## src/rtl/nibble_serial_add_if.sv

```systemverilog
// Handshake/bus bundle for nibble_serial_add_ctrl.
// Optional subtract port appears when NIBBLE_SERIAL_SUB_EN is defined.
interface nibble_serial_add_if #(
  parameter int WIDTH = 16
);
  logic             start_valid;
  logic             start_ready;
  logic [WIDTH-1:0] a;
  logic [WIDTH-1:0] b;
  logic             cin;
`ifdef NIBBLE_SERIAL_SUB_EN
  logic             sub;
`endif
  logic [WIDTH-1:0] sum;
  logic             cout;
  logic             ovf;
  logic             busy;
  logic             done_valid;
  logic             done_ready;

`ifdef NIBBLE_SERIAL_SUB_EN
  // operand source / result consumer side
  modport master (
    output start_valid, a, b, cin, sub, done_ready,
    input  start_ready, sum, cout, ovf, busy, done_valid
  );
  // sequencer side
  modport slave (
    input  start_valid, a, b, cin, sub, done_ready,
    output start_ready, sum, cout, ovf, busy, done_valid
  );
`else
  // operand source / result consumer side
  modport master (
    output start_valid, a, b, cin, done_ready,
    input  start_ready, sum, cout, ovf, busy, done_valid
  );
  // sequencer side
  modport slave (
    input  start_valid, a, b, cin, done_ready,
    output start_ready, sum, cout, ovf, busy, done_valid
  );
`endif
endinterface

```

## src/rtl/nibble_serial_add_ctrl.sv

```systemverilog
// nibble_serial_add_ctrl: WIDTH-bit add performed over WIDTH/4 cycles on one
// 4-bit ripple slice, least-significant nibble first, carry kept in a register.
// Optional feature: define NIBBLE_SERIAL_SUB_EN to add a 'sub' input (a - b).

// One full adder bit of the slice.
module nibble_serial_fa (
  input  logic a,
  input  logic b,
  input  logic ci,
  output logic s,
  output logic co
);
  assign s  = a ^ b ^ ci;
  assign co = (a & b) | (ci & (a ^ b));
endmodule

module nibble_serial_add_ctrl #(
  parameter int WIDTH = 16
) (
  input  logic                clk,
  input  logic                rst,
  nibble_serial_add_if.slave  io
);
  localparam int N    = WIDTH / 4;
  localparam int IDXW = (N > 1) ? $clog2(N) : 1;

  localparam logic [1:0] IDLE = 2'd0;
  localparam logic [1:0] RUN  = 2'd1;
  localparam logic [1:0] DONE = 2'd2;

  logic [1:0]          state;
  logic [IDXW-1:0]     idx;
  logic                carry;
  logic [N-1:0][3:0]   a_q;
  logic [N-1:0][3:0]   b_q;
  logic [N-1:0][3:0]   sum_q;
  logic                cout_q;
  logic                ovf_q;
  logic                busy_q;
  logic                done_q;

  logic [3:0]          sl_a;
  logic [3:0]          sl_b;
  logic [3:0]          sl_s;
  logic [4:0]          sl_c;
  logic [N-1:0][3:0]   sum_nxt;
  logic                last;
  logic                accept;
  logic [WIDTH-1:0]    b_load;
  logic                c_load;

  assign io.start_ready = (state == IDLE);
  assign io.sum         = sum_q;
  assign io.cout        = cout_q;
  assign io.ovf         = ovf_q;
  assign io.busy        = busy_q;
  assign io.done_valid  = done_q;

  assign accept = (state == IDLE) && io.start_valid;
  assign last   = (idx == IDXW'(N - 1));

`ifdef NIBBLE_SERIAL_SUB_EN
  // subtract stores ~b with a forced carry-in of 1, so the slice only adds
  assign b_load = io.sub ? ~io.b : io.b;
  assign c_load = io.sub ? 1'b1 : io.cin;
`else
  assign b_load = io.b;
  assign c_load = io.cin;
`endif

  // Operand nibbles for the current step feed the slice.
  assign sl_a    = a_q[idx];
  assign sl_b    = b_q[idx];
  assign sl_c[0] = carry;

  // 4-bit ripple slice: carry chain through an array of full adders.
  nibble_serial_fa u_fa [3:0] (
    .a  (sl_a),
    .b  (sl_b),
    .ci (sl_c[3:0]),
    .s  (sl_s),
    .co (sl_c[4:1])
  );

  // Sum with the current nibble merged in; used for the final overflow check.
  always_comb begin
    sum_nxt      = sum_q;
    sum_nxt[idx] = sl_s;
  end

  // Sequencer: accept, step through nibbles, present result until taken.
  always_ff @(posedge clk) begin
    if (rst) begin
      state  <= IDLE;
      idx    <= '0;
      carry  <= 1'b0;
      a_q    <= '0;
      b_q    <= '0;
      sum_q  <= '0;
      cout_q <= 1'b0;
      ovf_q  <= 1'b0;
      busy_q <= 1'b0;
      done_q <= 1'b0;
    end else begin
      case (state)
        IDLE: begin
          if (accept) begin
            a_q    <= io.a;
            b_q    <= b_load;
            carry  <= c_load;
            idx    <= '0;
            sum_q  <= '0;
            cout_q <= 1'b0;
            ovf_q  <= 1'b0;
            busy_q <= 1'b1;
            state  <= RUN;
          end
        end
        RUN: begin
          sum_q <= sum_nxt;
          carry <= sl_c[4];
          if (last) begin
            // b_q already holds the effective (possibly inverted) operand
            cout_q <= sl_c[4];
            ovf_q  <= (a_q[N-1][3] == b_q[N-1][3]) &&
                      (sum_nxt[N-1][3] != a_q[N-1][3]);
            busy_q <= 1'b0;
            done_q <= 1'b1;
            state  <= DONE;
          end else begin
            idx <= idx + 1'b1;
          end
        end
        DONE: begin
          if (io.done_ready) begin
            done_q <= 1'b0;
            state  <= IDLE;
          end
        end
        default: begin
          state  <= IDLE;
          busy_q <= 1'b0;
          done_q <= 1'b0;
        end
      endcase
    end
  end
endmodule

```

## src/flat_wrapper.sv

```systemverilog
// flat-port wrapper written by rule: the top's interface ports become plain ports
module nibble_serial_add_ctrl_flat 
#(
  parameter int WIDTH = 16
)
  (clk, rst, io_start_valid, io_a, io_b, io_cin, io_done_ready, io_start_ready, io_sum, io_cout, io_ovf, io_busy, io_done_valid);
  nibble_serial_add_if #(.WIDTH(WIDTH)) io_i ();
  input  logic clk;
  input  logic rst;
  input wire logic [$bits(io_i.start_valid)-1:0] io_start_valid;
  input wire logic [$bits(io_i.a)-1:0] io_a;
  input wire logic [$bits(io_i.b)-1:0] io_b;
  input wire logic [$bits(io_i.cin)-1:0] io_cin;
  input wire logic [$bits(io_i.done_ready)-1:0] io_done_ready;
  output wire logic [$bits(io_i.start_ready)-1:0] io_start_ready;
  output wire logic [$bits(io_i.sum)-1:0] io_sum;
  output wire logic [$bits(io_i.cout)-1:0] io_cout;
  output wire logic [$bits(io_i.ovf)-1:0] io_ovf;
  output wire logic [$bits(io_i.busy)-1:0] io_busy;
  output wire logic [$bits(io_i.done_valid)-1:0] io_done_valid;
  assign io_i.start_valid = io_start_valid;
  assign io_i.a = io_a;
  assign io_i.b = io_b;
  assign io_i.cin = io_cin;
  assign io_i.done_ready = io_done_ready;
  assign io_start_ready = io_i.start_ready;
  assign io_sum = io_i.sum;
  assign io_cout = io_i.cout;
  assign io_ovf = io_i.ovf;
  assign io_busy = io_i.busy;
  assign io_done_valid = io_i.done_valid;
  nibble_serial_add_ctrl #(.WIDTH(WIDTH)) u_core (.clk(clk), .rst(rst), .io(io_i));
endmodule
```

## config.mk

```make
export PLATFORM = sky130hd
export DESIGN_NAME = nibble_serial_add_ctrl_flat
export DESIGN_NICKNAME = d
export VERILOG_FILES = /design/src/rtl/nibble_serial_add_if.sv /design/src/rtl/nibble_serial_add_ctrl.sv /design/src/flat_wrapper.sv
export SDC_FILE = /design/constraint.sdc
export NUM_CORES = 1
export LEC_CHECK = 0
export ABC_AREA = 0
export CAP_MARGIN = 20
export CORE_UTILIZATION = 53
export DETAILED_ROUTE_END_ITERATION = 6
export HOLD_SLACK_MARGIN = 0.15
export PLACE_DENSITY = 0.84
export SLEW_MARGIN = 20
export SYNTH_ARGS = -nofsm -noshare
export SYNTH_HDL_FRONTEND = slang
export SYNTH_SLANG_ARGS = --single-unit
```

## constraint.sdc

```tcl
create_clock -name clk -period 5.5 [get_ports clk]
set_input_delay 1.1 -clock clk [delete_from_list [all_inputs] [get_ports clk]]
set_output_delay 1.1 -clock clk [all_outputs]
set_load 0.1 [all_outputs]
```

==> results.md <==
| Result | This run | Unit |
|:---|:---|:---|
| Maximum buffer depth of the clock tree | 2 | - |
| Cell type with the highest aggregate area in the netlist | dfxtp_1 | - |
| Placement row count | 24 | - |
| Post-detailed-route count of antenna-violating nets | 0 | - |
| Overall Global Routing Usage | 0.2306 | - |
| Global-route wire length before repair | 8763 | µm |
| Clock skew | 5.413 | ps |
| Min Clock Period, post-route | 3348 | ps |
| Number of remaining DRC errors | 0 | - |
| DP Cell Count | 367 | - |
| Crit share post-route | 0.6087 | - |
| Arrival time at the worst endpoint | 3570 | ps |
| Reported max-cap violation count | 0 | - |
| Total setup buffers inserted after CTS | 0 | - |
| Routed wire length | 5096 | µm |
| Share of synthesized flip-flops with an asynchronous set or reset | 0 | - |
| Hold slack | 454.4 | ps |
| Number of synthesis warnings | 0 | - |
| Sw Pwr | 0.2466 | mW |
| Number of distinct standard cells referenced by the synthesized netlist | 29 | - |
| Data required time at the worst endpoint | 5720 | ps |
| Count of hold buffers inserted by post-cts repair | 0 | - |
| Most frequent cell after synthesis | nand2_1 | - |
| Total inserted antenna cells | 0 | - |
| Portion of synthesized cell area occupied by the leading cell type | 0.4646 | - |
| Clock sink count | 57 | - |
| Final hold violation count | 0 | - |
| Post-synthesis net count | 321 | - |
| Clock input transition at the sequential cells of the worst setup and hold paths | 60 | ps |
| Share of total power in combinational logic | 0.159 | - |
| Relative contribution of the clock network to total power | 0.343 | - |
| Final-stage net count | 372 | - |
| Count of input and output buffers | 57 | - |
| Status | finished clean | - |
| Final cell count without fillers | 384 | - |
| Synth top cells by count | nand2_1 (72), dfxtp_1 (57), a21oi_1 (37) | - |
| Floorplan die width | 70.08 | µm |
| Max-slew violation total from the final report | 0 | - |
| Area of the core | 0.004414 | mm² |
| Final design area excluding fillers | 0.003178 | mm² |
| Dominant cells by area after synthesis | dfxtp_1 (46%), nand2_1 (11%), a21oi_1 (7.5%), mux4_2 (7.3%), o32ai_1 (6.1%) | - |
| Number of register bits inferred by synthesis | 57 | - |
| Number of primary I/O pins | 58 | - |
| Initial antenna violation count | 0 | - |
| Clock tree from TritonCTS | yes | - |
| Via count of the first global-routing pass | 1892 | - |
| Number of flops mapped to enable cells by yosys | 0 | - |
| Pin count of the biggest net entering global routing | 65 | - |
| Biggest fanout along the worst timing path | 12 | - |
| Number of buffers added by the clock tree synthesis step | 9 | - |
| Cells after Synth | 276 | - |
| GRT overflow | 0 | - |
| Relative slew margins | 0.2855 | - |
| Startpoint type of the worst setup path | register | - |
| Static leakage | 1.145 | nW |
| Detailed router's first-iteration violation count | 148 | - |
| Setup Crit Path Kind | register to register | - |
| Pin slew with the least headroom to its limit | 1072 | ps |
| GPL Wtd Cong | 0.7803 | - |
| Layout area overhead | 29.39 | % |
| Initial Utilization | 0.5564 | - |
| Total of cells resized after clock tree synthesis | 0 | - |
| Via Count | 2064 | - |
| Die Height | 70.08 | µm |
| Synth Flop Type | dfxtp_1 | - |
| Internal portion of total power | 0.6539 | mW |
| Sw Share | 0.2739 | - |
| H-Tree Level Count | 3 | - |
| Post-detailed-route wirelength per cell | 13.27 | µm |
| Layout cells sized above 1 | 0.08133 | - |
| Pwr dens | 283.4 | mW/mm² |
| HPWL after DPL | 3520 | µm |
| Clock latency at the later pin of the worst-skew pair | 330 | ps |
| F_max | 0.2987 | GHz |
| Worst Hold Class | register to register | - |
| Die area | 0.004911 | mm² |
| Mean area per synthesized cell | 8.899 | µm² |
| Worst supply voltage drop on vdd | 0.1812 | mV |
| Crit end category | register | - |
| Via-to-Cell Ratio | 5.375 | - |
| Total Negative Setup Slacks | 0 | ps |
| Placed instance area | 0.003012 | mm² |
| Setup repair after global routing missed its margin | no | - |
| Cell area after synthesis | 0.002456 | mm² |
| # setup viols final | 0 | - |
| Detailed-routing iteration count for the pre-antenna-repair pass | 4 | - |
| CTS Root Cell | clkbuf_8 | - |
| Relative contribution of sequential cells to total power | 0.498 | - |
| Share of the yosys chip area belonging to registers | 0.4646 | - |
==> final timing paths <==
check                  from             end  slack (ps)  cells past startpoint
max           u_core.idx[0]   u_core.io.ovf        2150                     12
min          u_core.a_q[13]  u_core.a_q[13]         450                      2
max reg2reg   u_core.idx[0]   u_core.io.ovf        2150                     12
min reg2reg  u_core.a_q[13]  u_core.a_q[13]         450                      2
==> layout make-up <==
cell class                 instances  area (µm²)
clock buffer                      12       135.1
multi-input combinational        174        1139
inverter                          27       101.3
sequential                        57        1141
clock inverter                     4       20.02
fill                             353        1236
timing repair buffer              58       576.8
tap                               52       65.06
==> cells by family after synthesis <==
group / share of synthesized area
simple gates: 0.1758
compound gates: 0.1589
flops: 0.4646
buf+inv: 0.07437
mux: 0.07336
fa+ha+maj: 0.05298
==> per-layer routing <==
metal / vias to the layer above / track usage / wire (µm) / part of all wire
met5: - / 0 / 0 / 0
met4: 0 / 0.09111 / 82 / 0.016
met3: 11 / 0.07215 / 260 / 0.051
met2: 61 / 0.3600 / 2503 / 0.49
met1: 948 / 0.2979 / 2249 / 0.44
li1: 1044 / - / - / -
==> state kept, by name, indices dropped and copies added, names as in the netlist <==
name and flops:
u_core.io.busy 1, u_core.io.done_valid 1, u_core.idx 2, u_core.state 2, u_core.io.sum 16, u_core.io.cout 1, u_core.b_q 16, u_core.a_q 16
u_core.io.ovf 1, u_core.carry 1
==> worst max-delay path, stage by stage (launching register included) <==
cell and delay, ps:
dfxtp_1 690, mux4_2 600, inv_1 90, fa_1 150, inv_1 50, fa_1 360
inv_1 80, fa_1 160, inv_1 50, fa_1 500, and3b_1 240, a21oi_1 40
o32ai_1 240
==> placed cells by master, fill, tap and decap left out, drive strengths merged, types with 5 or more instances in the layout <==
cell type / instances
nand2: 72
dfxtp: 57
clkdlybuf4s50: 56
a21oi: 37
inv: 27
o32ai: 17
clkbuf: 12
mux4: 8
nand2b: 6
nand3b: 5
==> metrics by stage <==
stage / utilization / worst slack [ps] / total power [mW]
after global placement: 0.6823 / 2234 / 0.5951
after floorplan: - / 2551 / 0.5504
after detailed placement: 0.6823 / 2149 / 0.5996
after CTS: 0.7174 / 2134 / 0.9054
final: 0.7200 / 2152 / 0.9005
after global routing: 0.7200 / 1918 / 0.9458
==> power groups by stage <==
| stage | clock [mW] | sequential (mW) | combinational [mW] |
|---|---|---|---|
| CTS | 0.314 | 0.448 | 0.143 |
| floorplan | 0 | 0.473 | 0.0777 |
| finish | 0.309 | 0.448 | 0.144 |
| detailed placement | 0 | 0.457 | 0.142 |
| global route | 0.337 | 0.451 | 0.158 |
| global placement | 0 | 0.456 | 0.139 |
Note: power is estimated with default switching activity, not from simulation.
